### config.mk
export PLATFORM = sky130hd
export DESIGN_NAME = iter_divider_flat
export DESIGN_NICKNAME = d
export VERILOG_FILES = /design/src/rtl/div_pkg.sv /design/src/rtl/iter_divider_if.sv /design/src/rtl/iter_divider_sub.sv /design/src/rtl/iter_divider.sv /design/src/flat_wrapper.sv
export SDC_FILE = /design/constraint.sdc
export NUM_CORES = 1
export LEC_CHECK = 0
export CAP_MARGIN = 20
export CELL_PAD_IN_SITES_DETAIL_PLACEMENT = 1
export CELL_PAD_IN_SITES_GLOBAL_PLACEMENT = 1
export CORE_ASPECT_RATIO = 0.6
export CORE_MARGIN = 4
export CORE_UTILIZATION = 30
export DETAILED_ROUTE_END_ITERATION = 10
export PLACE_DENSITY_LB_ADDON = 0.1
export SLEW_MARGIN = 0
export SYNTH_ARGS = -nofsm -noshare
export SYNTH_HDL_FRONTEND = slang
export SYNTH_SLANG_ARGS = --single-unit
### constraint.sdc
create_clock -name clk -period 3.9 [get_ports clk]
set_input_delay 0.585 -clock clk [delete_from_list [all_inputs] [get_ports clk]]
set_output_delay 0.585 -clock clk [all_outputs]
set_load 0.03 [all_outputs]
### src/rtl/div_pkg.sv
// Shared width, FSM encoding and result constants for the iterative divider.
package div_pkg;

  localparam int DIV_WIDTH = 32;

  typedef enum logic [1:0] {
    IDLE = 2'd0,
    CALC = 2'd1,
    FIX  = 2'd2,
    DONE = 2'd3
  } state_e;

  localparam logic [DIV_WIDTH-1:0] DIV_ZERO_QUO = '1;
  localparam logic [DIV_WIDTH-1:0] INT_MIN      = {1'b1, {(DIV_WIDTH-1){1'b0}}};

endpackage

### src/rtl/iter_divider_if.sv
// Issue/result bundle between the pipeline (master) and the divider (slave).
interface iter_divider_if
  import div_pkg::*;
#(
  parameter int WIDTH = DIV_WIDTH
);

  logic             start;
  logic             is_signed;
  logic [WIDTH-1:0] dividend;
  logic [WIDTH-1:0] divisor;
  logic             busy;
  logic             done;
  logic [WIDTH-1:0] quotient;
  logic [WIDTH-1:0] remainder;

  modport master (
    output start, is_signed, dividend, divisor,
    input  busy, done, quotient, remainder
  );

  modport slave (
    input  start, is_signed, dividend, divisor,
    output busy, done, quotient, remainder
  );

endinterface

### src/rtl/iter_divider_sub.sv
// Combinational N-bit subtractor; borrow_o=1 when b_i > a_i (unsigned).
module iter_divider_sub
  import div_pkg::*;
#(
  parameter int N = DIV_WIDTH + 1
) (
  input  logic [N-1:0] a_i,
  input  logic [N-1:0] b_i,
  output logic [N-1:0] diff_o,
  output logic         borrow_o
);

  assign {borrow_o, diff_o} = {1'b0, a_i} - {1'b0, b_i};

endmodule

### src/rtl/iter_divider.sv
// Restoring divider, one trial subtraction per clock, RISC-V DIV/DIVU/REM/REMU results.
// Build option DIV_EARLY_OUT_EN: divide-by-zero and signed overflow finish on the start edge.
module iter_divider
  import div_pkg::*;
#(
  parameter int WIDTH = DIV_WIDTH
) (
  input  logic          clk,
  input  logic          reset,
  iter_divider_if.slave bus
);

  localparam int               CW        = $clog2(WIDTH) + 1;
  localparam logic [CW-1:0]    LAST_ITER = CW'(WIDTH - 1);
  localparam logic [WIDTH-1:0] QUO_ONES  = DIV_ZERO_QUO;
  localparam logic [WIDTH-1:0] MIN_VAL   = INT_MIN;
  localparam logic [WIDTH-1:0] ONE_VAL   = WIDTH'(1);

`ifdef DIV_EARLY_OUT_EN
  localparam bit EARLY_OUT = 1'b1;
`else
  localparam bit EARLY_OUT = 1'b0;
`endif

  state_e           state_q, state_d;
  logic [CW-1:0]    cnt_q, cnt_d;
  logic [WIDTH-1:0] rem_q, rem_d;
  logic [WIDTH-1:0] quo_q, quo_d;
  logic [WIDTH-1:0] dvs_q, dvs_d;
  logic [WIDTH-1:0] dnd_q, dnd_d;
  logic [WIDTH-1:0] quot_q, quot_d;
  logic [WIDTH-1:0] remo_q, remo_d;
  logic             sgn_q, sgn_d;
  logic             dsign_q, dsign_d;
  logic             vsign_q, vsign_d;

  logic             a_neg, b_neg, in_dz, in_ovf;
  logic [WIDTH-1:0] a_mag, b_mag;
  logic [WIDTH:0]   part_rem, trial_diff;
  logic             trial_borrow, unused_diff_msb;
  logic             fix_dz, fix_ovf, fix_qneg, fix_rneg;

  // Magnitudes: INT_MIN negates to itself and is then read as unsigned.
  assign a_neg  = bus.is_signed & bus.dividend[WIDTH-1];
  assign b_neg  = bus.is_signed & bus.divisor[WIDTH-1];
  assign a_mag  = a_neg ? -bus.dividend : bus.dividend;
  assign b_mag  = b_neg ? -bus.divisor : bus.divisor;
  assign in_dz  = (bus.divisor == '0);
  assign in_ovf = bus.is_signed && (bus.dividend == MIN_VAL) && (bus.divisor == QUO_ONES);

  // Partial remainder carries one extra bit so the trial subtraction keeps its borrow.
  assign part_rem = {rem_q, quo_q[WIDTH-1]};

  iter_divider_sub #(.N(WIDTH + 1)) u_sub (
    .a_i      (part_rem),
    .b_i      ({1'b0, dvs_q}),
    .diff_o   (trial_diff),
    .borrow_o (trial_borrow)
  );

  // Without a borrow the difference is below the divisor, so its top bit is always zero.
  assign unused_diff_msb = trial_diff[WIDTH];

  assign fix_dz   = (dvs_q == '0);
  assign fix_ovf  = sgn_q & dsign_q & vsign_q & (dnd_q == MIN_VAL) & (dvs_q == ONE_VAL);
  assign fix_qneg = sgn_q & (dsign_q ^ vsign_q);
  assign fix_rneg = sgn_q & dsign_q;

  always_comb begin
    state_d = state_q;
    cnt_d   = cnt_q;
    rem_d   = rem_q;
    quo_d   = quo_q;
    dvs_d   = dvs_q;
    dnd_d   = dnd_q;
    quot_d  = quot_q;
    remo_d  = remo_q;
    sgn_d   = sgn_q;
    dsign_d = dsign_q;
    vsign_d = vsign_q;

    case (state_q)
      IDLE, DONE: begin
        state_d = IDLE;
        if (bus.start) begin
          state_d = CALC;
          cnt_d   = '0;
          rem_d   = '0;
          quo_d   = a_mag;
          dvs_d   = b_mag;
          dnd_d   = bus.dividend;
          sgn_d   = bus.is_signed;
          dsign_d = bus.dividend[WIDTH-1];
          vsign_d = bus.divisor[WIDTH-1];
          if (EARLY_OUT && (in_dz || in_ovf)) begin
            state_d = DONE;
            quot_d  = in_dz ? QUO_ONES : MIN_VAL;
            remo_d  = in_dz ? bus.dividend : '0;
          end
        end
      end

      CALC: begin
        cnt_d = cnt_q + 1'b1;
        if (trial_borrow) begin
          rem_d = part_rem[WIDTH-1:0];
          quo_d = {quo_q[WIDTH-2:0], 1'b0};
        end else begin
          rem_d = trial_diff[WIDTH-1:0];
          quo_d = {quo_q[WIDTH-2:0], 1'b1};
        end
        if (cnt_q == LAST_ITER) begin
          state_d = FIX;
        end
      end

      FIX: begin
        state_d = DONE;
        if (fix_dz) begin
          quot_d = QUO_ONES;
          remo_d = dnd_q;
        end else if (fix_ovf) begin
          quot_d = MIN_VAL;
          remo_d = '0;
        end else begin
          quot_d = fix_qneg ? -quo_q : quo_q;
          remo_d = fix_rneg ? -rem_q : rem_q;
        end
      end

      default: state_d = IDLE;
    endcase
  end

  always_ff @(posedge clk) begin
    if (reset) begin
      state_q <= IDLE;
      cnt_q   <= '0;
      rem_q   <= '0;
      quo_q   <= '0;
      dvs_q   <= '0;
      dnd_q   <= '0;
      quot_q  <= '0;
      remo_q  <= '0;
      sgn_q   <= 1'b0;
      dsign_q <= 1'b0;
      vsign_q <= 1'b0;
    end else begin
      state_q <= state_d;
      cnt_q   <= cnt_d;
      rem_q   <= rem_d;
      quo_q   <= quo_d;
      dvs_q   <= dvs_d;
      dnd_q   <= dnd_d;
      quot_q  <= quot_d;
      remo_q  <= remo_d;
      sgn_q   <= sgn_d;
      dsign_q <= dsign_d;
      vsign_q <= vsign_d;
    end
  end

  assign bus.busy      = (state_q == CALC) || (state_q == FIX);
  assign bus.done      = (state_q == DONE);
  assign bus.quotient  = quot_q;
  assign bus.remainder = remo_q;

endmodule
### src/flat_wrapper.sv
// flat-port wrapper written by rule: the top's interface ports become plain ports
module iter_divider_flat import div_pkg::*;
#(
  parameter int WIDTH = DIV_WIDTH
)
  (clk, reset, bus_start, bus_is_signed, bus_dividend, bus_divisor, bus_busy, bus_done, bus_quotient, bus_remainder);
  iter_divider_if #(.WIDTH(WIDTH)) bus_i ();
  input  logic clk;
  input  logic reset;
  input wire logic [$bits(bus_i.start)-1:0] bus_start;
  input wire logic [$bits(bus_i.is_signed)-1:0] bus_is_signed;
  input wire logic [$bits(bus_i.dividend)-1:0] bus_dividend;
  input wire logic [$bits(bus_i.divisor)-1:0] bus_divisor;
  output wire logic [$bits(bus_i.busy)-1:0] bus_busy;
  output wire logic [$bits(bus_i.done)-1:0] bus_done;
  output wire logic [$bits(bus_i.quotient)-1:0] bus_quotient;
  output wire logic [$bits(bus_i.remainder)-1:0] bus_remainder;
  assign bus_i.start = bus_start;
  assign bus_i.is_signed = bus_is_signed;
  assign bus_i.dividend = bus_dividend;
  assign bus_i.divisor = bus_divisor;
  assign bus_busy = bus_i.busy;
  assign bus_done = bus_i.done;
  assign bus_quotient = bus_i.quotient;
  assign bus_remainder = bus_i.remainder;
  iter_divider #(.WIDTH(WIDTH)) u_core (.clk(clk), .reset(reset), .bus(bus_i));
endmodule
==> impl_metrics.py, run 1 <==
metrics = {
    "sta": {
        "tns_ns": 0,
        "fmax_mhz": 276,
        "period_needed_ns": 3.62,
        "max-slew-margin-rel": 0.370,
        "finalWorstSetupSlack_ns": 0.275,
        "post-route-period-util": 0.929,
        "setup_violations": 0,
        "finalClockSkew_ns": 0.0146,
        "finalHoldViolCount": 0,
        "rsz0062_at_grt": "no",
        "worst_slew_pin_slew_ns": 0.945,
        "final_max_slew_viol_count": 0,
    },
    "clock_tree": {
        "clock_latency_ns": 0.53,
        "clk_pin_slew_worst_paths_ns": 0.06,
        "clock_path_buffers": 3,
        "tritoncts": "yes",
        "postCtsSetupBuffers": 0,
        "root_buffer": "clkbuf_16",
        "cts_buffers": 23,
        "cts_resized": 0,
        "cts_sinks": 202,
        "hold_buffers": 0,
        "htree_levels": 1,
    },
    "drt": {
        "drt-initial-drc-count": 1099,
        "ant_nets": 0,
        "vias": 12500,
        "drc": 0,
        "finalWirelength_um": 49800,
        "vias_per_cell": 5.50,
        "wl_per_cell_um": 21.9,
        "first_pass_iters": 5,
    },
    "finish": {
        "seqCellArea_um2": 4040,
        "drive_gt1_frac": 0.0648,
        "multi_input_area_um2": 7700,
        "syn2layout_area_growth_pct": 21.5,
        "fill_cells": 4891,
        "nNetsFinal": 1839,
        "diodes": 0,
    },
    "setup_path": {
        "worstSetupEndpointType": "register",
        "crit_required_ns": 4.37,
        "worstSetupStartpointType": "register",
        "cp.arrival_ns": 4.09,
        "path_max_fanout": 16,
        "path_class": "register to register",
    },
    "outcome": {
        "outcome": "complete, no violations",
    },
    "yosys": {
        "ys_seq_area_frac": 0.326,
        "synth-adder-area-share": 0.0420,
        "synthArstFlopShare": 0,
        "syn_inst": 1642,
        "synthMuxAreaShare": 0.0162,
        "synth_top_family_by_area": "simple AND/OR/NAND/NOR gates",
        "synth_nets": 1751,
        "synth_compound_area_frac": 0.219,
        "avgSynthCellArea_um2": 7.55,
        "synthXorXnorAreaFrac": 0.102,
        "synth_seq_cells": 202,
        "synthDistinctLibCells": 72,
        "synth.yosys.warnings": 0,
        "yosys_most_used_dff": "dfxtp_1",
        "netlist_area_um2": 12400,
        "yosys.area_share.simple": 0.241,
        "synth_edf_count": 0,
    },
    "power_and_ir_drop": {
        "p_leak_uw": 0.00576,
        "cellPowerDensity_nw_per_um2": 685,
        "share_comb_of_total_power": 0.475,
        "swShare": 0.449,
        "p_sw_uw": 4630,
        "p_seq_frac": 0.307,
        "p_int_uw": 5690,
        "irDropWorstVdd_v": 0.000257,
        "clkPwrFrac": 0.218,
    },
    "hold_path": {
        "hp-class": "input port to register",
    },
    "floorplanning": {
        "die_area_um2": 44700,
        "ios": 134,
        "die_w_um": 270,
        "coreArea_um2": 40700,
        "dieHeight_um": 165,
        "row_count": 57,
        "start_util": 0.305,
    },
    "grt": {
        "antenna_found_initial": 0,
        "grt.overflow.total": 0,
        "grt_util_all_layers": 0.217,
        "grt_pass1_wl_um": 76200,
        "grt_max_degree": 171,
        "grt_pass1_vias": 12100,
    },
    "placed_design": {
        "gp_congestion": 0.876,
        "dp_hpwl_um": 37800,
        "port_buffers": 133,
        "preCtsSetupSlack_ns": 0.332,
    },
    "flow_run": {
        "maxCapViolations": 0,
    },
}
[final cells by class]
| class | instances | share of cell area |
|---|---|---|
| flip-flops and latches | 202 | 0.269 |
| clock inverters | 5 | 0.00532 |
| repair buffers | 174 | 0.111 |
| well taps | 531 | 0.0441 |
| inverters | 62 | 0.0155 |
| clock buffers | 34 | 0.0449 |
| multi-input cells | 1267 | 0.511 |
[through the flow]
| step | instance area (um2) | hold WS (ns) | cells | utilization | power (uW) |
|---|---|---|---|---|---|
| 6_report | 15100 | 0.441 | 2275 | 0.370 | 10300 |
| 5_1_grt | 15100 | 0.453 | 2275 | 0.370 | 11000 |
| 4_1_cts | 15100 | 0.427 | 2275 | 0.370 | 10400 |
| 3_5_place_dp | 14300 | 0.469 | 2236 | 0.352 | 8050 |
| 3_3_place_gp | 14300 | 0.464 | 2236 | 0.352 | 7980 |
| 2_1_floorplan | 12400 | 0.449 | 1642 | - | 6120 |
[logic make-up (layout without fill, tap and decap cells)]
family                   Yosys count  count (layout)
buffers and inverters            173             275
XOR/XNOR                         144             144
flip-flops                       202             202
adder cells (fa/ha/maj)           41              41
AND/OR/NAND/NOR                  645             645
AO/OA/AOI/OAI                    417             417
multiplexers                      20              20
[flip-flops by register name (all words and copies together), names as in the netlist]
name	flops
u_core.state_q	2
u_core.dvs_q	32
u_core.dnd_q	31
u_core.rem_q	32
u_core.bus.remainder	32
u_core.quo_q	32
u_core.dsign_q	1
u_core.bus.quotient	32
u_core.cnt_q	6
u_core.sgn_q	1
u_core.vsign_q	1
[placed cells by master, fill, tap and decap left out, types with 14 or more instances in the layout]
master           netlist  layout
a211oi_1              35      35
a21oi_1              130     129
a221oi_1              23      23
a311oi_1              15      15
a31oi_1               39      39
buf_4                  2      39
clkbuf_16              0      23
clkdlybuf4s50_1        0     132
dfxtp_1              202     202
ha_1                  40      39
inv_1                 61      61
mux2i_1               20      20
nand2_1              225     225
nand3_1               52      52
nand4_1               15      15
nor2_1               188     185
nor3_1                64      63
nor4_1                23      23
o21ai_0               64      64
o21ai_1               14      14
o22ai_1               20      20
o31ai_1               14      14
xnor2_1               69      69
xor2_1                75      75
[worst paths after layout]
check	from	to	slack [ns]	cells past startpoint
min reg2reg	u_core.bus.remainder[25]	u_core.bus.remainder[25]	0.48	2
max reg2reg	u_core.dvs_q[1]	u_core.rem_q[26]	0.28	12
max	u_core.dvs_q[1]	u_core.rem_q[26]	0.28	12
min	reset	u_core.rem_q[1]	0.44	4
[synthesized netlist by cell type (5+ instances only)]
cell      instances  area, um2
o22ai_1          20        125
o41ai_1           9       78.8
o21ai_0          64        320
a221oi_1         23        201
dfxtp_1         202       4040
o21ai_1          14       70.1
or3_1            11       68.8
nor4_1           23        144
ha_1             40        500
a21oi_1         130        651
clkbuf_1        101        379
a311oi_1         15        131
a211oi_1         35        263
nand3_1          52        260
xnor2_1          69        604
a21o_1           11       82.6
nor3_1           64        320
and2_1           11       68.8
or4_1             7       52.6
a31oi_1          39        244
inv_1            61        229
xor2_1           75        657
nor2b_1           6       37.5
o31ai_1          14        105
mux2i_1          20        200
o21bai_1          5       37.5
nand4_1          15       93.8
nand2b_1         10       62.6
nand2_1         225        845
a221o_1           9       90.1
nor2_1          188        706
[per-layer routing]
metal / global-route usage / part of all wire / routed length (um)
met1: 0.363 / 0.56 / 27900
met2: 0.289 / 0.37 / 18500
met3: 0.0329 / 0.057 / 2840
met4: 0.0290 / 0.012 / 616
met5: 0 / 0 / 0
[critical path, cell delays in order, from the launching register on]
cell and delay [ns]:
dfxtp_1 0.34, inv_1 0.05, ha_1 0.29, nor2b_1 0.15
o21ai_0 0.25, o21ai_1 0.21, a211o_1 0.37, a211o_1 0.34
o21a_1 0.21, a2111oi_4 0.49, buf_4 0.30, and2_1 0.36
a221o_1 0.21
[power groups by stage]
stage / combinational [uW] / sequential [uW] / clock, uW
2_1_floorplan: 2640 / 3480 / 0
3_3_place_gp: 4780 / 3190 / 0
3_5_place_dp: 4850 / 3200 / 0
4_1_cts: 4880 / 3170 / 2320
5_1_grt: 5380 / 3240 / 2380
6_report: 4910 / 3170 / 2250
(Power assumes the default switching activity.)
==> run 2: changes to the inputs <==
--- a/config.mk
+++ b/config.mk
@@ -8,7 +8,7 @@
 export CAP_MARGIN = 20
 export CELL_PAD_IN_SITES_DETAIL_PLACEMENT = 1
 export CELL_PAD_IN_SITES_GLOBAL_PLACEMENT = 1
-export CORE_ASPECT_RATIO = 0.6
+export CORE_ASPECT_RATIO = 0.8
 export CORE_MARGIN = 4
 export CORE_UTILIZATION = 30
 export DETAILED_ROUTE_END_ITERATION = 10
==> run 2 against run 1 <==
  * Global-route usage decreased by 1.6 points
  * Hold slack improved by 0.035 ns
  * Clock power grew 6%
  * Clock-buffer cell count down 2
  * Final area grew 0.64%
  * Non-clock buffer count up 2
==> impl_metrics.py, run 2 (synthesis gave the netlist of run 1 again) <==
metrics = {
    "outcome": {
        "outcome": "complete, no violations",
    },
    "setup_path": {
        "path_max_fanout": 31,
        "r2r_setup_slack_ns": 0.30,
        "worstSetupStartpointType": "register",
        "timing.rr.end": "u_core.rem_q[31]",
        "cp.arrival_ns": 4.07,
        "path_class": "register to register",
        "worstSetupEndpointType": "register",
        "r2r_start": "u_core.dvs_q[1]",
        "crit_required_ns": 4.37,
        "worst_r2r_path_depth": 12,
    },
    "power_and_ir_drop": {
        "clkPwrFrac": 0.230,
        "p_seq_frac": 0.310,
        "irDropWorstVdd_v": 0.000294,
        "share_comb_of_total_power": 0.460,
        "cellPowerDensity_nw_per_um2": 681,
        "swShare": 0.439,
        "p_sw_uw": 4540,
        "totalPowerFinal_uw": 10300,
        "p_int_uw": 5790,
        "p_leak_uw": 0.00581,
    },
    "grt": {
        "grt_max_degree": 98,
        "use_met1": 0.313,
        "top_usage_layer": "met1",
        "grt_util_all_layers": 0.201,
        "grt.overflow.total": 0,
        "antenna_found_initial": 1,
        "grt_use_met3": 0.0310,
        "grt_pass1_vias": 12200,
        "grt_pass1_wl_um": 72700,
        "met2_usage": 0.295,
    },
    "clock_tree": {
        "tritoncts": "yes",
        "htree_levels": 1,
        "clock_path_buffers": 3,
        "clock_latency_ns": 0.55,
        "clk_pin_slew_worst_paths_ns": 0.07,
        "cts_sinks": 202,
        "hold_buffers": 0,
        "cts_resized": 0,
        "cts_buffers": 24,
        "root_buffer": "clkbuf_16",
        "postCtsSetupBuffers": 0,
    },
    "hold_path": {
        "hp-start": "u_core.bus.remainder[25]",
        "hp-class": "register to register",
        "whs_path_depth": 2,
        "holdPathEnd": "u_core.bus.remainder[25]",
    },
    "floorplanning": {
        "coreArea_um2": 40700,
        "ios": 134,
        "start_util": 0.304,
        "die_w_um": 235,
        "row_count": 66,
        "dieHeight_um": 190,
        "die_area_um2": 44600,
    },
    "drt": {
        "first_pass_iters": 6,
        "wl_per_cell_um": 20.3,
        "drt-initial-drc-count": 894,
        "finalWirelength_um": 46600,
        "drc": 0,
        "vias_per_cell": 5.37,
        "ant_nets": 0,
        "vias": 12300,
    },
    "sta": {
        "rsz0062_at_grt": "no",
        "fin_hold_ws_ns": 0.476,
        "final_max_slew_viol_count": 0,
        "max-slew-margin-rel": 0.371,
        "post-route-period-util": 0.923,
        "finalWorstSetupSlack_ns": 0.301,
        "finalHoldViolCount": 0,
        "finalClockSkew_ns": 0.0290,
        "worst_slew_pin_slew_ns": 0.943,
        "period_needed_ns": 3.60,
        "fmax_mhz": 278,
        "setup_violations": 0,
        "tns_ns": 0,
    },
    "finish": {
        "final_cells": 2296,
        "fill_cells": 4908,
        "drive_gt1_frac": 0.0691,
        "syn2layout_area_growth_pct": 22.3,
        "final_cell_mix": "nand2_1 (225), dfxtp_1 (202), nor2_1 (185)",
        "layout_commonest_cell": "nand2_1",
        "nNetsFinal": 1842,
    },
    "placed_design": {
        "gp_congestion": 0.842,
        "port_buffers": 133,
        "dp_hpwl_um": 35200,
        "dp_cells": 2251,
        "preCtsSetupSlack_ns": 0.318,
    },
    "flow_run": {
        "maxCapViolations": 0,
    },
}
-- run 2: how the worst max path moves through the flow --
stage | start | end | slack (ns) | depth (start not counted)
finish | u_core.dvs_q[1] | u_core.rem_q[31] | 0.30 | 12
global route | u_core.dvs_q[1] | u_core.rem_q[27] | 0.05 | 12
CTS | u_core.dvs_q[1] | u_core.rem_q[19] | 0.28 | 12
detailed placement | bus_dividend[2] | u_core.quo_q[31] | 0.32 | 10
global placement | bus_divisor[2] | u_core.dvs_q[29] | 0.42 | 10
floorplan | u_core.dvs_q[1] | u_core.rem_q[10] | 0.94 | 13
-- run 2: stage by stage --
step / area (um2) / utilization
after floorplan: 12400 / -
after global placement: 14300 / 0.352
after detailed placement: 14300 / 0.352
after CTS: 15200 / 0.372
after global routing: 15200 / 0.372
final: 15200 / 0.372
-- run 2: worst max-delay path: stages (launching register included) --
cell       delay [ns]
dfxtp_1          0.43
inv_1            0.07
ha_1             0.28
nor2b_1          0.13
o21ai_0          0.26
o21ai_1          0.21
a211o_1          0.35
a211o_1          0.33
o21a_1           0.21
a2111oi_4        0.40
buf_12           0.26
and2_1           0.36
a221o_1          0.21
-- run 2: layout make-up --
cell class                      count  area [um2]  share of cell area
Inverter                           62         233              0.0154
Multi-Input combinational cell   1267        7700               0.508
Tap cell                          544         681              0.0449
Sequential cell                   202        4040               0.267
Antenna cell                        1        2.50            0.000165
Clock inverter                     12         149             0.00982
Clock buffer                       32         671              0.0442
Timing Repair Buffer              176        1680               0.111
-- run 2: power groups by stage --
stage	clock, uW	sequential, uW	combinational, uW
6_report	2380	3200	4750
5_1_grt	2520	3280	5250
3_5_place_dp	0	3240	4740
3_3_place_gp	0	3220	4700
2_1_floorplan	0	3480	2640
4_1_cts	2440	3200	4760
-- run 2: per-layer routing --
metal	up-vias	part of all wire
met5	-	0
met4	0	0.013
met3	39	0.044
met2	193	0.41
met1	6092	0.53
li1	6012	-
==> run 3: changes to the inputs <==
--- a/config.mk
+++ b/config.mk
@@ -12,7 +12,7 @@
 export CORE_MARGIN = 4
 export CORE_UTILIZATION = 30
 export DETAILED_ROUTE_END_ITERATION = 10
-export PLACE_DENSITY_LB_ADDON = 0.1
+export PLACE_DENSITY = 0.59
 export SLEW_MARGIN = 0
 export SYNTH_ARGS = -nofsm -noshare
 export SYNTH_HDL_FRONTEND = slang
==> run 3 against run 2 <==
  * Clock skew is 0.0084 ns lower
  * Global-route usage is 0.50 points lower
  * Power increased by 0.60%
  * Register-to-register slack better by 0.12 ns
  * Setup slack better by 0.12 ns
  * Utilization is 0.068 points higher
  * Non-clock buffer count decreased by 5
  * Combinational power shrank 1%
  * Hold slack worse by 0.0010 ns
==> impl_metrics.py, run 3 (synthesis gave the netlist of run 1 again) <==
metrics = {
    "outcome": {
        "outcome": "complete, no violations",
    },
    "setup_path": {
        "worst_r2r_path_depth": 11,
        "crit_required_ns": 4.39,
        "r2r_setup_slack_ns": 0.42,
        "worstSetupEndpointType": "register",
        "timing.rr.end": "u_core.rem_q[23]",
        "path_max_fanout": 39,
        "r2r_start": "u_core.rem_q[0]",
        "worstSetupStartpointType": "register",
        "path_class": "register to register",
        "cp.arrival_ns": 3.98,
    },
    "grt": {
        "grt.overflow.total": 0,
        "grt_pass1_vias": 12100,
        "grt_max_degree": 80,
        "grt_util_all_layers": 0.196,
        "antenna_found_initial": 0,
        "grt_pass1_wl_um": 71300,
    },
    "finish": {
        "final_core_utilization": 0.373,
        "layout_commonest_cell": "nand2_1",
        "syn2layout_area_growth_pct": 22.5,
        "drive_gt1_frac": 0.0697,
        "diodes": 0,
        "nNetsFinal": 1839,
        "final_cell_mix": "nand2_1 (225), dfxtp_1 (202), nor2_1 (185)",
    },
    "placed_design": {
        "port_buffers": 133,
        "preCtsSetupSlack_ns": 0.331,
        "dp_hpwl_um": 34200,
        "gp_congestion": 0.859,
    },
    "clock_tree": {
        "hold_buffers": 0,
        "root_buffer": "clkbuf_16",
        "clock_latency_ns": 0.56,
        "clk_pin_slew_worst_paths_ns": 0.06,
        "tritoncts": "yes",
        "cts_resized": 0,
        "htree_levels": 1,
        "clock_path_buffers": 3,
        "cts_buffers": 26,
        "cts_sinks": 202,
        "postCtsSetupBuffers": 0,
    },
    "floorplanning": {
        "ios": 134,
        "dieHeight_um": 190,
        "start_util": 0.304,
        "row_count": 66,
        "coreArea_um2": 40700,
        "die_w_um": 235,
        "die_area_um2": 44600,
    },
    "sta": {
        "finalWorstSetupSlack_ns": 0.417,
        "final_max_slew_viol_count": 0,
        "period_needed_ns": 3.48,
        "setup_violations": 0,
        "fmax_mhz": 287,
        "finalHoldViolCount": 0,
        "max-slew-margin-rel": 0.396,
        "tns_ns": 0,
        "post-route-period-util": 0.893,
        "finalClockSkew_ns": 0.0207,
        "rsz0062_at_grt": "no",
        "worst_slew_pin_slew_ns": 0.906,
    },
    "drt": {
        "first_pass_iters": 5,
        "drt-initial-drc-count": 889,
        "vias_per_cell": 5.34,
        "drc": 0,
        "ant_nets": 0,
        "vias": 12200,
        "finalWirelength_um": 45100,
        "wl_per_cell_um": 19.7,
    },
    "power_and_ir_drop": {
        "p_leak_uw": 0.00582,
        "cellPowerDensity_nw_per_um2": 684,
        "irDropWorstVdd_v": 0.000310,
        "totalPowerFinal_uw": 10400,
    },
    "flow_run": {
        "maxCapViolations": 0,
    },
    "hold_path": {
        "hp-class": "register to register",
        "hp-start": "u_core.dnd_q[8]",
        "whs_path_depth": 2,
        "holdPathEnd": "u_core.dnd_q[8]",
    },
}
==> run 3: metrics by stage <==
stage / hold slack, ns / cells / cell area (um2)
2_1_floorplan: 0.449 / 1642 / 12400
3_3_place_gp: 0.465 / 2246 / 14300
3_5_place_dp: 0.466 / 2246 / 14300
4_1_cts: 0.476 / 2294 / 15200
5_1_grt: 0.496 / 2294 / 15200
6_report: 0.475 / 2294 / 15200
==> run 3: worst max-delay path by stage <==
| stage | startpoint | slack, ns | cells past startpoint | end |
|---|---|---|---|---|
| finish | u_core.rem_q[0] | 0.42 | 11 | u_core.rem_q[23] |
| CTS | u_core.rem_q[0] | 0.42 | 11 | u_core.rem_q[23] |
| floorplan | u_core.dvs_q[1] | 0.94 | 13 | u_core.rem_q[10] |
| global placement | bus_divisor[8] | 0.43 | 10 | u_core.dvs_q[30] |
| detailed placement | bus_divisor[2] | 0.33 | 10 | u_core.dvs_q[27] |
| global route | u_core.rem_q[0] | 0.14 | 11 | u_core.rem_q[23] |
==> run 3: where the power goes <==
| group | total, uW | switching (uW) | internal, uW |
|---|---|---|---|
| Sequential | 3180 | 558 | 2620 |
| Clock | 2530 | 1020 | 1500 |
| Combinational | 4690 | 2940 | 1740 |
==> run 3: metal layers <==
layer	global-route usage	vias to the layer above	share of wire
met5	0	-	0
met4	0.0314	0	0.015
met3	0.0257	40	0.043
met2	0.287	247	0.41
met1	0.309	5938	0.53
li1	-	6017	-
==> run 3: worst max-delay path, stage by stage, from the launching register on <==
cell and delay, ns:
dfxtp_1 0.45, ha_1 0.27, nor2b_1 0.12, o21ai_0 0.24
o21ai_1 0.20, a211o_1 0.34, a211o_1 0.33, o21a_1 0.21
a2111oi_4 0.38, buf_12 0.29, and2_1 0.38, a221o_1 0.21
==> run 3: area by class of cell <==
type                    instances  area [um2]
multi-input cells            1267        7700
clock buffers                  31         711
clock inverters                17         176
repair buffers                171        1640
flip-flops and latches        202        4040
well taps                     544         681
fillers                      4886       25500
inverters                      62         233
==> RTL edit, RTL diff (settings of run 1) <==
The 4 states of `state_e` get a Gray code encoding in 2 bits.
--- a/src/rtl/div_pkg.sv
+++ b/src/rtl/div_pkg.sv
@@ -4,10 +4,10 @@
   localparam int DIV_WIDTH = 32;
 
   typedef enum logic [1:0] {
-    IDLE = 2'd0,
-    CALC = 2'd1,
-    FIX  = 2'd2,
-    DONE = 2'd3
+    IDLE = 2'b00,
+    CALC = 2'b01,
+    FIX  = 2'b11,
+    DONE = 2'b10
   } state_e;
 
   localparam logic [DIV_WIDTH-1:0] DIV_ZERO_QUO = '1;
Function: no difference found for any inputs over 10 cycles, from zero or initial values and one cycle with reset high; not proved beyond that.
==> RTL edit against run 1 <==
Via count is 3.7% lower. Area after synthesis fell by 1.8%. Sequential cell count stayed put. Design area decreased by 1.2%. Count of clock-buffer cells in the layout shrank 3. Worst setup slack improved by 0.37 ns. Routed wire length shrank 2.1%. Highest routed layer unchanged.
Power is not compared: it rests on default switching activity, and its combinational part moved more than twofold at a synthesized area within 25%.
==> RTL edit: results (changes against run 1) <==
metric	value	unit	change
worst-path-stages	12		unchanged
outcome	finished, final reports clean		unchanged
grt_usage	21.6	%	was 21.7%
fin_nets	1790		was 1839
regToRegStartpoint	u_core.dvs_q[1]$_SDFFE_PP0P_		unchanged
yosysWarnings	0		unchanged
tightest_slew	1.02	ns	was 0.945 ns
place.gp.congestion	0.862		was 0.876
async_flop_share	0	%	unchanged
r2r_slack	0.64	ns	was 0.28 ns
min_path_type	input pin to flop		unchanged
post_cts.repair.setup_buffers	0		unchanged
synthXorXnorAreaFrac	10.1	%	was 10.2%
yosys-top-cells-area	dfxtp_1 (33%), a21oi_1 (7.0%), nand2_1 (5.9%)		was dfxtp_1 (33%), nand2_1 (6.8%), nor2_1 (5.7%)
yosys.area_share.adder	3.97	%	was 4.20%
worstSetupPathType	flop to flop		unchanged
clock_skew	0.0123	ns	was 0.0146 ns
num_antenna_cells	0		unchanged
h-tree-depth	1		unchanged
clk_latency	0.53	ns	about the same
yosysUniqueCellTypes	68		was 72
synth_compound_area_share	22.6	%	was 21.9%
dp_hpwl	37400	um	was 37800 um
routed_via_density	5.42		was 5.50
dp.cells	2181		was 2236
layout-drive-gt1-share	6.59	%	was 6.48%
leakagePower	5.83	nW	
antenna_found_initial	0		unchanged
ys_seq_area_share	33.2	%	was 32.6%
crit_end	u_core.rem_q[17]$_SDFFE_PP0P_		was u_core.rem_q[26]$_SDFFE_PP0P_
clk_pin_slew	0.07	ns	
synth_ff_type	dfxtp_1		unchanged
numCtsBuffers	23		unchanged
fmax	307	MHz	was 276 MHz
grt_pass1_wl	73500	um	was 76200 um
fillers	4788		was 4891
place_ws	0.399	ns	was 0.332 ns
cts_resized	0		unchanged
root_buffer	clkbuf_16		unchanged
wl_per_cell	21.9	um	about the same
yosys-mux-area-fraction	2.55	%	was 1.62%
io_buffers	133		unchanged
max_stage_delay	0.54	ns	was 0.49 ns
synthesis.instances	1586		was 1642
wl	48700	um	was 49800 um
peakVddDrop	0.266	mV	
firstDrtPassIters	5		unchanged
clock_path_buffers	3		unchanged
drt_iter0_drc	1139		was 1099
netlist_top_cells_count	dfxtp_1 (202), nand2_1 (190), a21oi_1 (169)		was nand2_1 (225), dfxtp_1 (202), nor2_1 (188)
grt_max_degree	165		was 171
r2r_cells	12		unchanged
synth_nets	1692		was 1751
grt_pass1_vias	11600		was 12100
crit_slowest_cell	o41ai_2		was a2111oi_4
path_max_fanout	14		was 16
## RTL edit: changes by cell type after synthesis, sizes merged, moves of 23 or more
cell | before | now
a21oi | 130 | 169
nor3 | 65 | 94
nand2 | 228 | 190
a31oi | 39 | 12
nand3 | 52 | 13
a22oi | 0 | 31
nor2 | 188 | 165
## RTL edit: cell families (layout without fill, tap and decap cells)
kind of cell               after synthesis  in the layout
muxes                                   31             31
and+or+nand+nor                        583            583
DFF                                    202            202
xor gates and xnor gates               140            140
AOI/OAI and AO/OA                      433            433
buffers and inverters                  159            272
adders and majority gates               38             38
## RTL edit: layer usage
metal	vias up	global-route usage, %	wire [um]
li1	5838	-	-
met1	5875	37.0	27800
met2	294	27.3	17600
met3	32	3.88	2850
met4	0	2.74	498
met5	-	0	0
## RTL edit: report_power, final
group / total [mW] / leakage, nW / internal, mW / switching, mW
registers: 2.26 / 1.64 / 2.15 / 0.115
logic: 0.963 / 3.81 / 0.367 / 0.596
clock network: 2.27 / 0.379 / 1.31 / 0.959
## RTL edit: stage by stage
step	cell area (um2)	hold slack (ns)
6_report	14900	0.317
3_3_place_gp	14100	0.465
4_1_cts	14900	0.301
2_1_floorplan	12200	0.445
5_1_grt	14900	0.309
3_5_place_dp	14100	0.469
## RTL edit: layout make-up
| cell class | instances | share of cell area [%] |
|---|---|---|
| Timing Repair Buffer | 174 | 11.2 |
| Clock buffer | 31 | 4.40 |
| Multi-Input combinational cell | 1225 | 50.7 |
| Clock inverter | 9 | 0.689 |
| Tap cell | 522 | 4.39 |
| Inverter | 58 | 1.46 |
| Sequential cell | 202 | 27.2 |
## RTL edit: worst min-delay path by stage
stage / depth (start not counted) / end / slack, ns / startpoint
floorplan: 2 / u_core.dvs_q[11]$_SDFFE_PP0P_ / 0.45 / u_core.dvs_q[11]$_SDFFE_PP0P_
global placement: 2 / u_core.dvs_q[11]$_SDFFE_PP0P_ / 0.47 / u_core.dvs_q[11]$_SDFFE_PP0P_
detailed placement: 2 / u_core.dnd_q[24]$_SDFFE_PP0P_ / 0.47 / u_core.dnd_q[24]$_SDFFE_PP0P_
CTS: 2 / u_core.bus.remainder[9]$_SDFFE_PP0P_ / 0.30 / reset
global route: 2 / u_core.bus.remainder[15]$_SDFFE_PP0P_ / 0.31 / reset
finish: 2 / u_core.bus.remainder[6]$_SDFFE_PP0P_ / 0.32 / reset
## RTL edit: worst reg2reg max path, stage by stage, from the launching register on
cell and delay [ns]:
dfxtp_1 0.43, inv_1 0.07, ha_1 0.27, nor2b_1 0.18, o2111ai_1 0.17, a21oi_1 0.19
nor2_1 0.11, o41a_1 0.44, o41ai_2 0.55, o21ai_4 0.12, buf_4 0.23, nand2b_1 0.25
o21ai_1 0.20
